File: src/rtl/ecc_pkg.sv
// Shared definitions for the EC decryption engine: controller states,
// point-unit op codes and the point-negation helper.
package ecc_pkg;

  typedef enum logic [1:0] {
    S_IDLE  = 2'd0,
    S_DBL   = 2'd1,
    S_ADD   = 2'd2,
    S_FINAL = 2'd3
  } state_e;

  typedef enum logic {
    OP_ADD    = 1'b0,
    OP_DOUBLE = 1'b1
  } op_e;

  // Widest field element the negation helper accepts.
  localparam int MAX_N = 64;

  // -(X,Y,Z) = (X, X^Y, Z); only Y changes, so this returns the new Y.
  function automatic logic [MAX_N-1:0] neg_y(input logic [MAX_N-1:0] x,
                                             input logic [MAX_N-1:0] y);
    return x ^ y;
  endfunction

endpackage

File: src/rtl/ecc_decrypt_core_ec_point_unit.sv
// Combinational projective point add/double on y^2+xy = x^3+x^2+b over GF(2^N).
// Infinity (Z==0) operands and the P==Q / P==-Q cases are resolved here.
module ec_point_unit
  import ecc_pkg::*;
#(
  parameter int         N    = 3,
  parameter logic [N:0] POLY = 4'b1011
) (
  input  op_e          op,
  input  logic [N-1:0] X0,
  input  logic [N-1:0] Y0,
  input  logic [N-1:0] Z0,
  input  logic [N-1:0] X1,
  input  logic [N-1:0] Y1,
  input  logic [N-1:0] Z1,
  output logic [N-1:0] X2,
  output logic [N-1:0] Y2,
  output logic [N-1:0] Z2
);

  function automatic logic [N-1:0] mul(input logic [N-1:0] a, input logic [N-1:0] b);
    logic [N-1:0] r;
    logic [N-1:0] aa;
    r  = '0;
    aa = a;
    for (int k = 0; k < N; k++) begin
      if (b[k]) r = r ^ aa;
      aa = aa[N-1] ? ((aa << 1) ^ POLY[N-1:0]) : (aa << 1);
    end
    return r;
  endfunction

  logic [N-1:0] d_a, d_b, d_e, x2sq, dx, dy, dz;
  logic [N-1:0] a_a, a_b, a_c, b2, b3, a_e, ax, ay, az;

  always_comb begin
    // doubling: lambda = (X^2+YZ)/(XZ)
    x2sq = mul(X0, X0);
    d_a  = x2sq ^ mul(Y0, Z0);
    d_b  = mul(X0, Z0);
    d_e  = mul(d_a, d_a) ^ mul(d_a, d_b) ^ mul(d_b, d_b);
    dx   = mul(d_b, d_e);
    dy   = mul(mul(x2sq, x2sq), d_b) ^ mul(d_a ^ d_b, d_e);
    dz   = mul(mul(d_b, d_b), d_b);
    // addition: lambda = (Y0Z1+Y1Z0)/(X0Z1+X1Z0)
    a_a  = mul(Y0, Z1) ^ mul(Y1, Z0);
    a_b  = mul(X0, Z1) ^ mul(X1, Z0);
    a_c  = mul(Z0, Z1);
    b2   = mul(a_b, a_b);
    b3   = mul(b2, a_b);
    a_e  = mul(mul(a_a, a_a), a_c) ^ mul(mul(a_a, a_b), a_c) ^ b3 ^ mul(b2, a_c);
    ax   = mul(a_b, a_e);
    ay   = mul(a_a, mul(mul(X0, Z1), b2) ^ a_e) ^ ax ^ mul(mul(Y0, Z1), b3);
    az   = mul(b3, a_c);

    X2 = ax;
    Y2 = ay;
    Z2 = az;
    if (op == OP_DOUBLE) begin
      if (Z0 == '0) begin
        X2 = X0; Y2 = Y0; Z2 = Z0;
      end else begin
        X2 = dx; Y2 = dy; Z2 = dz;
      end
    end else if (Z0 == '0) begin
      X2 = X1; Y2 = Y1; Z2 = Z1;
    end else if (Z1 == '0) begin
      X2 = X0; Y2 = Y0; Z2 = Z0;
    end else if (a_b == '0) begin
      // equal x: same point doubles, opposite points cancel to infinity
      if (a_a == '0) begin
        X2 = dx; Y2 = dy; Z2 = dz;
      end else begin
        X2 = '0; Y2 = N'(1); Z2 = '0;
      end
    end
  end

endmodule

File: src/rtl/ecc_decrypt_core.sv
// Constant-time ElGamal EC decryption: Plaintext = C2 - d*C1 via MSB-first
// double-and-add, two cycles per key bit, one shared point unit.
module ecc_decrypt_core
  import ecc_pkg::*;
#(
  parameter int         N    = 3,
  parameter int         K    = 4,
  parameter logic [N:0] POLY = 4'b1011
) (
  input  logic         clk,
  input  logic         reset,
  input  logic         start,
  input  logic [K-1:0] d_key,
  input  logic [N-1:0] x_C1,
  input  logic [N-1:0] y_C1,
  input  logic [N-1:0] z_C1,
  input  logic [N-1:0] x_C2,
  input  logic [N-1:0] y_C2,
  input  logic [N-1:0] z_C2,
  output logic [N-1:0] x_Plaintext,
  output logic [N-1:0] y_Plaintext,
  output logic [N-1:0] z_Plaintext,
  output logic         pt_inf,
  output logic         busy,
  output logic         Decryption_ready
);

  localparam int IW = (K > 1) ? $clog2(K) : 1;

  state_e       state, state_nxt;
  logic [K-1:0] key;
  logic [N-1:0] x_c1, y_c1, z_c1, x_c2, y_c2, z_c2;
  logic [N-1:0] x_q, y_q, z_q, y_qn;
  logic         acc_inf;
  logic [IW-1:0] idx;

  op_e          pu_op;
  logic [N-1:0] p0x, p0y, p0z, p1x, p1y, p1z, rx, ry, rz;

  logic [MAX_N-1:0]   neg_full;
  logic [MAX_N-N-1:0] unused_neg;

  assign neg_full           = neg_y(MAX_N'(x_q), MAX_N'(y_q));
  assign {unused_neg, y_qn} = neg_full;

  ec_point_unit #(.N(N), .POLY(POLY)) u_pu (
    .op(pu_op),
    .X0(p0x), .Y0(p0y), .Z0(p0z),
    .X1(p1x), .Y1(p1y), .Z1(p1z),
    .X2(rx),  .Y2(ry),  .Z2(rz)
  );

  always_comb begin
    state_nxt = state;
    pu_op     = OP_ADD;
    p0x = x_q;  p0y = y_q;  p0z = z_q;
    p1x = x_c1; p1y = y_c1; p1z = z_c1;
    case (state)
      S_IDLE:  if (start) state_nxt = S_DBL;
      S_DBL: begin
        pu_op     = OP_DOUBLE;
        state_nxt = S_ADD;
      end
      S_ADD:   state_nxt = (idx == '0) ? S_FINAL : S_DBL;
      S_FINAL: begin
        // C2 + (-Q)
        p0x = x_c2; p0y = y_c2; p0z = z_c2;
        p1x = x_q;  p1y = y_qn; p1z = z_q;
        state_nxt = S_IDLE;
      end
      default: state_nxt = S_IDLE;
    endcase
  end

  always_ff @(posedge clk or posedge reset) begin
    if (reset) begin
      state            <= S_IDLE;
      key              <= '0;
      {x_c1, y_c1, z_c1, x_c2, y_c2, z_c2} <= '0;
      {x_q, y_q, z_q}  <= '0;
      acc_inf          <= 1'b0;
      idx              <= '0;
      x_Plaintext      <= '0;
      y_Plaintext      <= '0;
      z_Plaintext      <= '0;
      pt_inf           <= 1'b0;
      busy             <= 1'b0;
      Decryption_ready <= 1'b0;
    end else begin
      state            <= state_nxt;
      Decryption_ready <= 1'b0;
      case (state)
        S_IDLE: if (start) begin
          key     <= d_key;
          x_c1 <= x_C1; y_c1 <= y_C1; z_c1 <= z_C1;
          x_c2 <= x_C2; y_c2 <= y_C2; z_c2 <= z_C2;
          acc_inf <= 1'b1;
          idx     <= IW'(K - 1);
          busy    <= 1'b1;
        end
        S_DBL: if (!acc_inf) begin
          x_q <= rx; y_q <= ry; z_q <= rz;
          acc_inf <= (rz == '0);
        end
        S_ADD: begin
          // point-unit result is computed every cycle and only kept on a set bit
          if (key[idx]) begin
            if (acc_inf) begin
              x_q <= x_c1; y_q <= y_c1; z_q <= z_c1;
              acc_inf <= (z_c1 == '0);
            end else begin
              x_q <= rx; y_q <= ry; z_q <= rz;
              acc_inf <= (rz == '0);
            end
          end
          if (idx != '0) idx <= idx - 1'b1;
        end
        S_FINAL: begin
          if (acc_inf && z_c2 == '0) begin
            x_Plaintext <= '0; y_Plaintext <= '0; z_Plaintext <= '0;
            pt_inf <= 1'b1;
          end else if (acc_inf) begin
            x_Plaintext <= x_c2; y_Plaintext <= y_c2; z_Plaintext <= z_c2;
            pt_inf <= 1'b0;
          end else if (z_c2 == '0) begin
            x_Plaintext <= x_q; y_Plaintext <= y_qn; z_Plaintext <= z_q;
            pt_inf <= 1'b0;
          end else begin
            x_Plaintext <= rx; y_Plaintext <= ry; z_Plaintext <= rz;
            pt_inf <= (rz == '0);
          end
          Decryption_ready <= 1'b1;
          busy             <= 1'b0;
        end
        default: ;
      endcase
    end
  end

endmodule

File: config.mk
export PLATFORM = sky130hd
export DESIGN_NAME = ecc_decrypt_core
export DESIGN_NICKNAME = d
export VERILOG_FILES = /design/src/rtl/ecc_pkg.sv /design/src/rtl/ecc_decrypt_core_ec_point_unit.sv /design/src/rtl/ecc_decrypt_core.sv
export SDC_FILE = /design/constraint.sdc
export NUM_CORES = 1
export LEC_CHECK = 0
export BUFFER_PORTS_ARGS = -buffer_cell sky130_fd_sc_hd__clkbuf_2
export CORE_MARGIN = 2
export CORE_UTILIZATION = 65
export DETAILED_ROUTE_END_ITERATION = 7
export GPL_TIMING_DRIVEN = 0
export PLACE_DENSITY = 0.86
export SLEW_MARGIN = 20
export SYNTH_ARGS = -nofsm -noshare
export SYNTH_HDL_FRONTEND = slang
export SYNTH_HIERARCHICAL = 1
export SYNTH_SLANG_ARGS = --single-unit
export TNS_END_PERCENT = 5
File: constraint.sdc
create_clock -name clk -period 11.55 [get_ports clk]
set_input_delay 1.7325 -clock clk [delete_from_list [all_inputs] [get_ports clk]]
set_output_delay 1.7325 -clock clk [all_outputs]
set_load 0.005 [all_outputs]
==> impl_metrics.sql, run 1 <==
INSERT INTO impl_metrics (metric_group, metric, value, unit) VALUES
('run_status', 'outcome', 'completed', ''),
('clock_network', 'clkSlewWorstSetupHoldPaths', '70', 'ps'),
('sta', 'finClkSkew', '8.81', 'ps'),
('worst_setup_path', 'worst-setup-path-type', 'flop to flop', ''),
('die', 'pin_count', '37', ''),
('placement', 'gpl.final_weighted_congestion', '1.01', ''),
('sta', 'achievable-frequency', '0.123', 'GHz'),
('grt', 'grt_antenna_before_repair', '0', ''),
('synth', 'seq_total_area_yosys', '16.4', '%'),
('die', 'floorplan.initialDensity', '67.0', '%'),
('synth', 'ys.warnings.count', '6', ''),
('synth', 'synth-edff-count', '0', ''),
('min_path', 'hold_path_depth', '2', ''),
('synth', 'syn_nets', '987', ''),
('placement', 'io_buffers', '36', ''),
('drt', 'vias_per_cell', '6.60', ''),
('synth', 'post_synth_inst_count', '948', ''),
('worst_setup_path', 'worstPathBufferInverterCount', '5', ''),
('worst_setup_path', 'peak_fanout_along_the_critical_path', '10', ''),
('sta', 'layout_worst_path_cycle_share', '70.4', '%'),
('min_path', 'hold_class', 'flop to flop', ''),
('sta', 'max-slew-margin-rel', '40.7', '%'),
('cells_and_area', 'layout.nets', '1031', ''),
('synth', 'synth.cell_area', '7330', 'um2'),
('clock_network', 'numCtsBuffers', '5', ''),
('die', 'design.die.area', '12100', 'um2'),
('clock_network', 'cts_htree_levels', '2', ''),
('drt', 'firstDrtPassIters', '8', ''),
('worst_setup_path', 'reg2reg_to', 'y_Plaintext[1]$_DFFE_PP0P_', ''),
('min_path', 'holdCritStartpoint', 'busy$_DFFE_PP0P_', ''),
('clock_network', 'cts_num_sinks', '48', ''),
('sta', 'timing_worst_slew_pin_value', '886', 'ps'),
('die', 'die-width', '110', 'um'),
('clock_network', 'cts_setup_buffers', '0', ''),
('sta', 'final-setup-viol-count', '0', ''),
('grt', 'wire_length_of_the_first_global_routing_pass', '33200', 'um'),
('worst_setup_path', 'cpPeakStageDelay', '560', 'ps'),
('worst_setup_path', 'worst_case_reg_to_reg_path_depth', '27', ''),
('worst_setup_path', 'critical_path_required', '11780', 'ps'),
('cells_and_area', 'layout_common_cells', 'sky130_fd_sc_hd__nand2_1, sky130_fd_sc_hd__nor2_1, sky130_fd_sc_hd__xnor2_1', ''),
('grt', 'first_global_vias', '6656', ''),
('cells_and_area', 'num_antenna_cells', '0', ''),
('die', 'coreArea', '10900', 'um2'),
('clock_network', 'cts_resizes', '0', ''),
('drt', 'dr_total_vias', '7483', ''),
('sta', 'timing.final.crit_period', '8130', 'ps'),
('cells_and_area', 'area.growth.synth_to_final', '7.84', '%'),
('drt', 'detail_route.iter0.violations', '1017', ''),
('clock_network', 'cts_hold_buf', '0', ''),
('cells_and_area', 'mostFrequentLayoutCell', 'sky130_fd_sc_hd__nand2_1', ''),
('synth', 'async_flop_share', '100', '%'),
('cells_and_area', 'largest_register_ff_count', '4', ''),
('synth', 'synth_area_per_cell', '7.73', 'um2'),
('worst_setup_path', 'critical_path_arrival', '8360', 'ps'),
('grt', 'groute.usage.overall', '34.6', '%'),
('synth', 'yosys_most_used_dff', 'sky130_fd_sc_hd__dfrtp_1', ''),
('clock_network', 'cts_max_path_buffers', '2', ''),
('grt', 'grt_start_max_net_pins', '37', ''),
('clock_network', 'ctsRootBufferMaster', 'sky130_fd_sc_hd__clkbuf_16', ''),
('flow_run', 'maxCapViolCount', '0', ''),
('clock_network', 'clock_tree_from_tritoncts', 'done', ''),
('worst_setup_path', 'setup.worst_path.start_class', 'flop', ''),
('sta', 'hold_viol', '0', ''),
('drt', 'route.final.wire_length', '20800', 'um'),
('grt', 'congestion_overflow_gr', '0', ''),
('worst_setup_path', 'setup.worst_path.start', 'state[1]$_DFFE_PP0P_', ''),
('cells_and_area', 'layout-drive-gt1-share', '17.2', '%'),
('sta', 'totalNegativeSetupSlack', '0', 'ps'),
('worst_setup_path', 'cpMaxStageDelayCell', 'sky130_fd_sc_hd__fa_1', ''),
('drt', 'ant_nets', '0', ''),
('clock_network', 'worst_skew_pair_later_pin_latency', '290', 'ps');
[per-stage QoR]
stage	instances	setup slack (ps)	utilization, %	cell area (um2)	hold slack (ps)
2_1_floorplan	948	4870	-	7330	470
3_3_place_gp	1124	3930	70.3	7680	462
3_5_place_dp	1125	3680	70.4	7700	493
4_1_cts	1133	3600	72.2	7900	512
5_1_grt	1133	3100	72.3	7900	521
6_report	1133	3420	72.3	7900	517
[synthesized netlist by cell type, drive strengths merged, types with 4 or more instances]
master | instances | area (um2)
nor3 | 21 | 105
xnor2 | 81 | 769
and3 | 7 | 53.8
o221ai | 5 | 50.0
o22ai | 16 | 114
nor2b | 15 | 93.8
dfrtp | 48 | 1200
xor3 | 4 | 98.8
a21boi | 6 | 48.8
xnor3 | 13 | 297
a21o | 5 | 37.5
ha | 12 | 150
mux2i | 19 | 190
a31oi | 8 | 50.1
xor2 | 34 | 317
or3 | 8 | 55.1
buf | 36 | 195
nand2 | 138 | 518
o31ai | 4 | 30.0
a211oi | 16 | 138
mux2 | 61 | 691
a22oi | 8 | 60.1
nor2 | 89 | 337
nand3 | 20 | 100
a21oi | 58 | 294
inv | 27 | 101
a221oi | 5 | 61.3
o211ai | 14 | 105
nand2b | 7 | 43.8
nor4b | 5 | 43.8
o21ai | 69 | 345
clkbuf | 34 | 128
nand3b | 5 | 37.5
nor3b | 5 | 37.5
[metal layers]
layer / share of wire [%] / routed length (um) / global-route usage, % / vias up
met3: 9.3 / 1930 / 5.64 / 53
met2: 46 / 9550 / 55.6 / 470
met5: 0 / 0 / 0 / -
li1: - / - / - / 3435
met1: 42 / 8720 / 46.6 / 3525
met4: 2.8 / 586 / 13.4 / 0
[worst register-to-register path, cell delays in order, from the launching register on]
cell and delay, ps:
sky130_fd_sc_hd__dfrtp_1 430, sky130_fd_sc_hd__ha_1 250, sky130_fd_sc_hd__clkbuf_1 370, sky130_fd_sc_hd__buf_1 510
sky130_fd_sc_hd__mux2_2 500, sky130_fd_sc_hd__ha_1 300, sky130_fd_sc_hd__clkbuf_1 260, sky130_fd_sc_hd__nand2_1 180
sky130_fd_sc_hd__xnor2_2 420, sky130_fd_sc_hd__a21oi_1 190, sky130_fd_sc_hd__nor2_1 270, sky130_fd_sc_hd__inv_2 130
sky130_fd_sc_hd__buf_2 220, sky130_fd_sc_hd__fa_1 570, sky130_fd_sc_hd__mux2i_1 340, sky130_fd_sc_hd__xnor3_1 520
sky130_fd_sc_hd__xor2_1 190, sky130_fd_sc_hd__xnor3_2 380, sky130_fd_sc_hd__nand2_1 150, sky130_fd_sc_hd__a21boi_1 200
sky130_fd_sc_hd__or3_1 130, sky130_fd_sc_hd__a21oi_1 60, sky130_fd_sc_hd__nor3_1 520, sky130_fd_sc_hd__xnor2_1 170
sky130_fd_sc_hd__o21ai_1 270, sky130_fd_sc_hd__nor2_1 110, sky130_fd_sc_hd__a211oi_1 250, sky130_fd_sc_hd__o22a_1 190
[worst max-delay path by stage]
stage,cells after the start,end
after global placement,23,y_q[0]$_DFFE_PP0P_
after detailed placement,26,y_q[1]$_DFFE_PP0P_
final,27,y_Plaintext[1]$_DFFE_PP0P_
after global routing,26,y_Plaintext[1]$_DFFE_PP0P_
after CTS,26,y_q[1]$_DFFE_PP0P_
after floorplan,23,y_q[0]$_DFFE_PP0P_
[kinds of logic (layout without fill, tap and decap cells)]
kind of cell    after synthesis  after routing  share of synthesized area (%)
mux                          81             81                           12.3
fa+ha+maj                    14             14                           2.60
buf+inv                      97            142                           5.79
compound gates              246            246                           22.1
xor+xnor                    132            132                           20.2
simple gates                330            330                           20.6
flops                        48             48                           16.4
[area by class of cell]
class	instances	area (um2)	area share, %
sequential	48	1200	15.2
tap	140	175	2.22
clock buffer	5	125	1.58
inverter	27	101	1.28
timing repair buffer	37	200	2.53
multi-input combinational	803	5710	72.2
buffer	70	323	4.08
clock inverter	3	68.8	0.871
Power of run 1 is not shown: default switching activity piles up to over one toggle a cycle in this logic, so the estimate is an artifact.
==> run 2, diff against run 1 <==
--- a/config.mk
+++ b/config.mk
@@ -7,10 +7,10 @@
 export LEC_CHECK = 0
 export BUFFER_PORTS_ARGS = -buffer_cell sky130_fd_sc_hd__clkbuf_2
 export CORE_MARGIN = 2
-export CORE_UTILIZATION = 65
+export CORE_UTILIZATION = 58
 export DETAILED_ROUTE_END_ITERATION = 7
 export GPL_TIMING_DRIVEN = 0
-export PLACE_DENSITY = 0.86
+export PLACE_DENSITY = 0.81
 export SLEW_MARGIN = 20
 export SYNTH_ARGS = -nofsm -noshare
 export SYNTH_HDL_FRONTEND = slang
==> constraint.sdc (replaced) <==
create_clock -name clk -period 7.25 [get_ports clk]
set_input_delay 1.0875 -clock clk [delete_from_list [all_inputs] [get_ports clk]]
set_output_delay 1.0875 -clock clk [all_outputs]
set_load 0.005 [all_outputs]
==> run 2 against run 1 <==
  * Fmax is 17% higher
  * First-iteration DRC count down 27%
  * Register-to-register slack worse by 3100 ps
  * Die area up 12%
  * Global-route usage decreased by 5.9 points
  * Flip-flop and latch count is the same
  * Largest cell class unchanged
  * Highest routed layer unchanged
  * Sequential share of layout area decreased by 0.16 points
==> impl_metrics.sql, run 2 (synthesized netlist as in run 1, its figures left out) <==
INSERT INTO impl_metrics (metric_group, metric, value, unit) VALUES
('cells_and_area', 'layout.cells.non_filler', '1164', ''),
('drt', 'firstDrtPassIters', '6', ''),
('die', 'design.die.area', '13600', 'um2'),
('die', 'pin_count', '37', ''),
('worst_setup_path', 'critical_path_required', '7420', 'ps'),
('cells_and_area', 'max_flop_register', 'key', ''),
('placement', 'post-dp-hpwl', '15000', 'um'),
('placement', 'io_buffers', '36', ''),
('sta', 'finClkSkew', '3.85', 'ps'),
('worst_setup_path', 'end_kind', 'flop', ''),
('drt', 'route.final.wire_length', '19600', 'um'),
('cells_and_area', 'largest_register_ff_count', '4', ''),
('grt', 'grt_antenna_before_repair', '0', ''),
('sta', 'final.setup.worst_slack', '315', 'ps'),
('drt', 'ant_nets', '0', ''),
('drt', 'vias_per_cell', '6.17', ''),
('die', 'coreArea', '12500', 'um2'),
('cells_and_area', 'mostFrequentLayoutCell', 'sky130_fd_sc_hd__nand2_1', ''),
('worst_setup_path', 'critical_path_arrival', '7110', 'ps'),
('clock_network', 'cts_num_sinks', '48', ''),
('die', 'floorplan.initialDensity', '58.8', '%'),
('sta', 'max-slew-margin-rel', '27.1', '%'),
('placement', 'place.detailed.instances', '1157', ''),
('placement', 'gpl.final_weighted_congestion', '0.927', ''),
('worst_setup_path', 'worst-setup-path-type', 'flop to flop', ''),
('min_path', 'hold_class', 'flop to flop', ''),
('worst_setup_path', 'peak_fanout_along_the_critical_path', '10', ''),
('sta', 'timing_worst_slew_pin_value', '1090', 'ps'),
('min_path', 'holdCritStartpoint', 'busy$_DFFE_PP0P_', ''),
('flow_run', 'maxCapViolCount', '0', ''),
('placement', 'detailed_place.area', '7740', 'um2'),
('grt', 'first_global_vias', '6528', ''),
('run_status', 'outcome', 'completed', ''),
('worst_setup_path', 'setup.worst_path.start_class', 'flop', ''),
('worst_setup_path', 'crit-reg2reg-launch', 'state[1]$_DFFE_PP0P_', ''),
('cells_and_area', 'layout-drive-gt1-share', '18.3', '%'),
('clock_network', 'cts_max_path_buffers', '2', ''),
('grt', 'wire_length_of_the_first_global_routing_pass', '31500', 'um'),
('die', 'die_h', '116', 'um'),
('drt', 'drc', '0', ''),
('sta', 'rsz0062_at_grt', 'false', ''),
('cells_and_area', 'layout.nets', '1030', ''),
('grt', 'groute.usage.overall', '28.7', '%'),
('cells_and_area', 'num_antenna_cells', '0', ''),
('sta', 'timing.final.crit_period', '6930', 'ps'),
('clock_network', 'clock_tree_from_tritoncts', 'done', ''),
('sta', 'achievable-frequency', '0.144', 'GHz'),
('sta', 'timing_max_transition_violations_final', '0', ''),
('worst_setup_path', 'setup.worst_path.start', 'state[1]$_DFFE_PP0P_', ''),
('clock_network', 'worst_skew_pair_later_pin_latency', '290', 'ps'),
('clock_network', 'ctsRootBufferMaster', 'sky130_fd_sc_hd__clkbuf_16', ''),
('drt', 'post_drt_wl_per_cell', '16.9', 'um'),
('grt', 'grt_start_max_net_pins', '36', ''),
('sta', 'fin_hold_ws', '481', 'ps'),
('clock_network', 'cts_htree_levels', '2', ''),
('sta', 'hold_viol', '0', ''),
('cells_and_area', 'area.growth.synth_to_final', '8.96', '%'),
('drt', 'dr_total_vias', '7184', ''),
('clock_network', 'numCtsBuffers', '5', ''),
('drt', 'detail_route.iter0.violations', '746', ''),
('sta', 'final-setup-viol-count', '0', ''),
('clock_network', 'clkSlewWorstSetupHoldPaths', '60', 'ps'),
('grt', 'congestion_overflow_gr', '0', ''),
('clock_network', 'cts_hold_buf', '0', ''),
('die', 'num_rows', '41', ''),
('sta', 'layout_worst_path_cycle_share', '95.7', '%'),
('placement', 'place_ws', '-656', 'ps'),
('die', 'die-width', '116', 'um'),
('cells_and_area', 'layout_common_cells', 'sky130_fd_sc_hd__nand2_1, sky130_fd_sc_hd__nor2_1, sky130_fd_sc_hd__xnor2_1', ''),
('cells_and_area', 'fin_area', '7990', 'um2');
[run 2: cell types whose count changed in the layout (fill, tap and decap cells not counted), sizes merged]
cell,before,now
bufinv,2,1
inv,28,27
buf,37,38
[run 2: timing repair]
item                       4_1_cts  5_1_grt
resized for setup                5       12
setup endpoints to repair       12       13
pin swaps                        0        2
setup buffers                    0        2
[run 2: final cells by class]
class / instances / area, um2
plain buffers: 67 / 320
clock buffers: 7 / 153
clock inverters: 1 / 30.0
fillers: 1062 / 4480
inverters: 27 / 101
multi-input cells: 803 / 5750
flip-flops and latches: 48 / 1200
well taps: 172 / 215
repair buffers: 39 / 215
[run 2: critical path, cell delays in order, from the launching register on]
cell	delay, ps
sky130_fd_sc_hd__dfrtp_1	440
sky130_fd_sc_hd__ha_4	230
sky130_fd_sc_hd__clkbuf_4	240
sky130_fd_sc_hd__mux2_2	430
sky130_fd_sc_hd__nand2_1	100
sky130_fd_sc_hd__xor3_2	540
sky130_fd_sc_hd__xnor3_1	430
sky130_fd_sc_hd__buf_4	200
sky130_fd_sc_hd__ha_1	340
sky130_fd_sc_hd__inv_1	140
sky130_fd_sc_hd__or3_4	430
sky130_fd_sc_hd__and3_4	200
sky130_fd_sc_hd__or4_4	420
sky130_fd_sc_hd__a21oi_2	150
sky130_fd_sc_hd__xnor3_2	540
sky130_fd_sc_hd__nor2_2	120
sky130_fd_sc_hd__xor3_2	520
sky130_fd_sc_hd__xnor3_1	440
sky130_fd_sc_hd__o221ai_2	180
sky130_fd_sc_hd__nand3_1	160
sky130_fd_sc_hd__mux2_2	300
sky130_fd_sc_hd__mux2_2	260
[run 2: metrics by stage]
| step | setup TNS (ps) | util (%) |
|---|---|---|
| floorplan | 0 | - |
| global placement | -3360 | 62.0 |
| detailed placement | -3940 | 62.1 |
| CTS | 0 | 63.7 |
| global route | 0 | 64.1 |
| finish | 0 | 64.1 |
[run 2: routing by layer]
metal  share of wire, %  global-route usage [%]  wire length (um)
met4                4.0                    13.6               778
met5                  0                       0                 0
met1                 42                    37.3              8340
met3                7.3                    3.48              1440
met2                 46                    47.5              9090
[run 2: path summary, 6_finish.rpt]
check | to | slack [ps] | depth (start not counted)
max reg2reg | y_q[0]$_DFFE_PP0P_ | 320 | 21
max in group asynchronous | z_c1[2]$_DFFE_PP0P_ | 6050 | 3
min in group asynchronous | y_Plaintext[1]$_DFFE_PP0P_ | 730 | 2
min | busy$_DFFE_PP0P_ | 480 | 2
max | y_q[0]$_DFFE_PP0P_ | 320 | 21
min reg2reg | busy$_DFFE_PP0P_ | 480 | 2
Power of run 2 is left out for the same reason.
